**config.mk**
```make
export PLATFORM = sky130hd
export DESIGN_NAME = spi_xfer_queue
export DESIGN_NICKNAME = d
export VERILOG_FILES = /design/src/rtl/spi_xfer_queue.sv
export SDC_FILE = /design/constraint.sdc
export NUM_CORES = 1
export LEC_CHECK = 0
export CAP_MARGIN = 20
export CORE_MARGIN = 1
export CORE_UTILIZATION = 63
export CTS_CLUSTER_DIAMETER = 60
export DETAILED_ROUTE_END_ITERATION = 7
export DONT_BUFFER_PORTS = 1
export PLACE_DENSITY = 0.84
export SLEW_MARGIN = 40
export SYNTH_ARGS = -nofsm -noshare
export SYNTH_HDL_FRONTEND = slang
export SYNTH_SLANG_ARGS = --single-unit
```
**constraint.sdc**
```tcl
create_clock -name clk -period 3.3 [get_ports clk]
set_input_delay 0.66 -clock clk [delete_from_list [all_inputs] [get_ports clk]]
set_output_delay 0.66 -clock clk [all_outputs]
set_load 0.1 [all_outputs]
```
**src/rtl/spi_xfer_queue.sv**
```systemverilog
// Byte-queueing front end for an SPI master: TX FIFO feeds one master transfer
// per byte, received bytes land in an RX FIFO (first-word fall-through).
module spi_xfer_queue #(
  parameter int DEPTH            = 8,
  parameter bit STALL_ON_RX_FULL = 1'b1,
  parameter int CW               = $clog2(DEPTH + 1)
) (
  input  logic          clk,
  input  logic          rst,
  input  logic          wr_en,
  input  logic [7:0]    wr_data,
  output logic          tx_full,
  output logic [CW-1:0] tx_count,
  input  logic          rd_en,
  output logic [7:0]    rd_data,
  output logic          rx_empty,
  output logic [CW-1:0] rx_count,
  output logic          rx_overflow,
  input  logic          clr_ovf,
  output logic          busy,
  output logic          spi_start,
  output logic [7:0]    spi_data_in,
  input  logic          spi_done,
  input  logic [7:0]    spi_data_out
);

  localparam int AW = $clog2(DEPTH);
  localparam logic [CW-1:0] FULL_CNT = CW'(DEPTH);

  localparam logic [1:0] ST_IDLE   = 2'd0;
  localparam logic [1:0] ST_LAUNCH = 2'd1;
  localparam logic [1:0] ST_WAIT   = 2'd2;

  logic [1:0]    state;
  logic [7:0]    tx_mem [DEPTH];
  logic [7:0]    rx_mem [DEPTH];
  logic [AW-1:0] tx_wp, tx_rp, rx_wp, rx_rp;
  logic          tx_empty, rx_full;
  logic          tx_push, tx_pop, rx_push, rx_pop, rx_done, ovf_set;

  assign tx_full  = (tx_count == FULL_CNT);
  assign tx_empty = (tx_count == '0);
  assign rx_full  = (rx_count == FULL_CNT);
  assign rx_empty = (rx_count == '0);

  // A launch is the only TX pop; it may be held off while RX has no room.
  assign tx_pop  = (state == ST_IDLE) && !tx_empty &&
                   (!STALL_ON_RX_FULL || !rx_full);
  assign tx_push = wr_en && (!tx_full || tx_pop);
  assign rx_done = (state == ST_WAIT) && spi_done;
  assign rx_pop  = rd_en && !rx_empty;
  assign rx_push = rx_done && (!rx_full || rx_pop);
  assign ovf_set = rx_done && !rx_push;

  assign rd_data = rx_empty ? 8'h00 : rx_mem[rx_rp];
  assign busy    = (state != ST_IDLE) || !tx_empty;

  always_ff @(posedge clk) begin
    if (tx_push) tx_mem[tx_wp] <= wr_data;
    if (rx_push) rx_mem[rx_wp] <= spi_data_out;
  end

  always_ff @(posedge clk) begin
    if (!rst) begin
      tx_wp    <= '0;
      tx_rp    <= '0;
      tx_count <= '0;
    end else begin
      if (tx_push) tx_wp <= tx_wp + 1'b1;
      if (tx_pop)  tx_rp <= tx_rp + 1'b1;
      if (tx_push && !tx_pop)      tx_count <= tx_count + 1'b1;
      else if (!tx_push && tx_pop) tx_count <= tx_count - 1'b1;
    end
  end

  always_ff @(posedge clk) begin
    if (!rst) begin
      rx_wp       <= '0;
      rx_rp       <= '0;
      rx_count    <= '0;
      rx_overflow <= 1'b0;
    end else begin
      if (rx_push) rx_wp <= rx_wp + 1'b1;
      if (rx_pop)  rx_rp <= rx_rp + 1'b1;
      if (rx_push && !rx_pop)      rx_count <= rx_count + 1'b1;
      else if (!rx_push && rx_pop) rx_count <= rx_count - 1'b1;
      if (ovf_set)      rx_overflow <= 1'b1;
      else if (clr_ovf) rx_overflow <= 1'b0;
    end
  end

  // spi_data_in only changes on a launch, so it is stable for the master's latch.
  always_ff @(posedge clk) begin
    if (!rst) begin
      state       <= ST_IDLE;
      spi_start   <= 1'b0;
      spi_data_in <= 8'h00;
    end else begin
      case (state)
        ST_IDLE: begin
          if (tx_pop) begin
            spi_data_in <= tx_mem[tx_rp];
            spi_start   <= 1'b1;
            state       <= ST_LAUNCH;
          end
        end
        ST_LAUNCH: begin
          spi_start <= 1'b0;
          state     <= ST_WAIT;
        end
        ST_WAIT: begin
          if (spi_done) state <= ST_IDLE;
        end
        default: begin
          spi_start <= 1'b0;
          state     <= ST_IDLE;
        end
      endcase
    end
  end

endmodule
```
==> impl_results.md <==
- Status: complete, no violations
- Post-synth top area share: 0.5851
- R2r startpoint: tx_count[2]$_SDFFE_PN0P_
- Ys flop type: edfxtp_1
- Detailed Route WL: 11960 um
- Setup crit end: rd_data[1]
- Clock Tree Root: clkbuf_8
- DP Area: ~0.007 mm2
- CTS tree: built
- Slew HR: 0.4987
- Nets: 450
- Largest net degree at the start of global routing: 40
- Hold WC Path Type: primary input to register
- RSZ-0062 raised after global routing: false
- Setup Buffers After CTS: 0
- Die width: 104.1 um
- Critical Path Sink Type: primary output
- Fin area: ~0.0075 mm2
- Share of the yosys chip area belonging to registers: 0.6918
- Die Ht: about 100 um
- # resized after CTS: 0
- VDD IR-drop max: 0.0008007 V
- Area leader, netlist: edfxtp_1
- Post-Syn Area: roughly 0.0066 mm2
- Slowest stage delay, CP: approximately 0.8 ns
- EDFF count, synth: 128
- Critical path type: register to primary output
- Post-DP HPWL: 7687 um
- Wire per inst: roughly 21 um
- Routed Antenna Nets: 0
- First-pass detailed-route iteration total: 4
- Fmax: ~340 MHz
- Leakage: roughly 0.0025 uW
- Vias/cell: between 6 and 7
- Crit start category: register
- Vias post-DR: around 3400
- Syn nets: approximately 420
- Avg Cell Area, Syn: between 15 and 20 um2
- Drt initial violations: just under 200
- H-tree Lvls: 4
- Vias in the first global route: 3598
- Post-synth cell types: 40
- Pwr dens: ~900 mW/mm2
- CTS Buffer Depth: 2
- Core area: roughly 0.01 mm2
- Top area cells in the synthesized netlist: edfxtp_1 59%, mux4_2 11%, dfxtp_1 11%
- CP arrival: about 2.3 ns
- RD Place Congestion: around 0.76
- R2r endpoint: tx_count[3]$_SDFFE_PN0P_
- Critical Path RT: around 2.6 ns
- Cell Count Post-Placement: 530
- Total power draw: between 6000 and 7000 uW
- # hold bufs at CTS: 0
- Worst-Skew Late Latency: 0.52 ns
- Hold Crit Start: wr_data[0]
- Total congestion overflow: 0
- Number of clock sinks: ~160
- Family with the most delay on the worst path: flip-flops
- Synth Warn #: 0
- DR DRC count: 0
- Fin. max-slew vios: 0
- Crit-path cells: mux4_2 > mux2i_1 > nor2_2 > buf_4
- CP bufs+invs: 1
- Clk_skew: approximately 0.0097 ns
- Row count: 36
- Synthesized flop and latch total: around 160
- Initial Util: 0.6599
- Reg clk slew, reported paths: roughly 0.060 ns
- Worst-Margin Slew: 0.7510 ns
- R2R setup slack: about 0.51 ns
- Die area: approximately 0.011 mm2
- Reg2reg path depth: 11
- CP max-delay cell: dfxtp_1
- Most instantiated cells after synthesis: 128 x edfxtp_1, 35 x dfxtp_1, 32 x mux4_2
- First-pass GRT wire length: 18850 um
- Final Hold Viols: 0
- Layout Cells excl Fill: about 560
- Share of cells above drive strength 1: 0.2914
- CTS buffer count: 17
- Final worst-path cycle share: 0.8932
- Initial antenna violation count: 0
- # diodes: 0
- Count leader, synth: edfxtp_1
- Layout filler cell count: 537
- Period minus WS final: roughly 2.9 ns
- Fraction of registers with async set or reset after synthesis: 0
- Setup Viol. Count Final: 0
- Critical Path Stages: 4
- Port Buffer Count: 0
- I/O Pins: 51
- Max-cap violations: 0
- GRT Util Overall: 0.2399
- Mapped Cells: approximately 380
- Maximum fanout along the worst path: 16
- Area growth, synth to finish: 14.46%
-- flip-flops by register name, summed over array words and instances (netlist names), 3 cells and up, named ones only --
| signal | count |
|---|---|
| spi_data_in | 8 |
| rx_count | 4 |
| tx_wp | 3 |
| tx_mem | 64 |
| tx_count | 4 |
| tx_rp | 3 |
| rx_mem | 64 |
| rx_rp | 3 |
| rx_wp | 3 |
-- cell type report --
cell class | count | area [um2] | area share
tap | 133 | 166.4 | 0.02213
timing repair buffer | 34 | 272.8 | 0.03628
clock inverter | 13 | 132.6 | 0.01764
clock buffer | 19 | 421.7 | 0.05608
multi-input combinational | 193 | 1928 | 0.2564
sequential | 163 | 4566 | 0.6073
inverter | 7 | 31.28 | 0.004160
-- worst min path at each step --
| stage | to | slack (ns) | depth (start not counted) |
|---|---|---|---|
| floorplan | tx_wp[1]$_SDFFE_PN0P_ | 0.50 | 2 |
| global placement | rx_wp[1]$_SDFFE_PN0P_ | 0.52 | 2 |
| detailed placement | tx_wp[1]$_SDFFE_PN0P_ | 0.56 | 2 |
| CTS | tx_mem[2][0]$_DFFE_PP_ | 0.21 | 0 |
| global route | tx_mem[6][3]$_DFFE_PP_ | 0.21 | 0 |
| finish | tx_mem[1][0]$_DFFE_PP_ | 0.23 | 0 |
-- logic make-up after synthesis --
logic type	count (synthesis)	synth area share
multiplexers	57	0.1478
buffers and inverters	28	0.02133
AND/OR/NAND/NOR	83	0.07257
adder cells (fa/ha/maj)	12	0.02514
flip-flops	163	0.6918
XOR/XNOR	8	0.01067
AO/OA/AOI/OAI	33	0.03067
-- layout by cell type, fill, tap and decap left out, types with 3 or more instances in the layout --
| cell type | instances |
|---|---|
| nand2_1 | 18 |
| edfxtp_1 | 128 |
| xnor2_1 | 7 |
| nor2_1 | 6 |
| inv_1 | 6 |
| ha_1 | 10 |
| nand3_1 | 4 |
| nor2b_1 | 7 |
| nor3_1 | 7 |
| dfxtp_1 | 20 |
| mux4_2 | 32 |
| and2_1 | 10 |
| o21a_1 | 4 |
| nor4_1 | 4 |
| clkbuf_16 | 17 |
| o21ai_0 | 11 |
| dfxtp_2 | 14 |
| nor3b_1 | 4 |
| buf_4 | 33 |
| mux2i_1 | 25 |
| clkinv_4 | 3 |
| nor2_2 | 9 |
| inv_6 | 3 |
| a21oi_1 | 10 |
| nand2b_1 | 6 |
| clkinv_1 | 3 |
-- power by group --
group	internal [uW]	total (uW)	switching [uW]
Combinational	769	2100	1330
Clock	1070	1830	752
Sequential	2390	2990	596
-- layer usage --
metal / share of wire / track usage / vias to the layer above
li1: - / - / 1545
met1: 0.36 / 0.2625 / 1719
met2: 0.57 / 0.4452 / 106
met3: 0.053 / 0.06266 / 16
met4: 0.015 / 0.08878 / 0
met5: 0 / 0 / -
-- worst register-to-register path, stage by stage, from the launching register on --
cell and delay (ns):
dfxtp_2 0.52, nor4b_4 0.38, o31ai_2 0.15, nand2_1 0.19, inv_1 0.11, ha_1 0.22
inv_1 0.14, ha_1 0.30, a21oi_1 0.23, a211oi_1 0.11, a31oi_1 0.19, mux2i_1 0.19
-- through the flow --
stage                     utilization  hold slack [ns]  TNS, ns  setup slack, ns
after floorplan                     -           0.5015   -2.600          -0.2980
after global placement         0.6980           0.5244        0           0.6630
after detailed placement       0.6992           0.5560        0           0.5459
after CTS                      0.7549           0.2125        0           0.3060
after global routing           0.7553           0.2057        0           0.2556
final                          0.7553           0.2348        0           0.3524
Power figures use the tool's default switching activity.
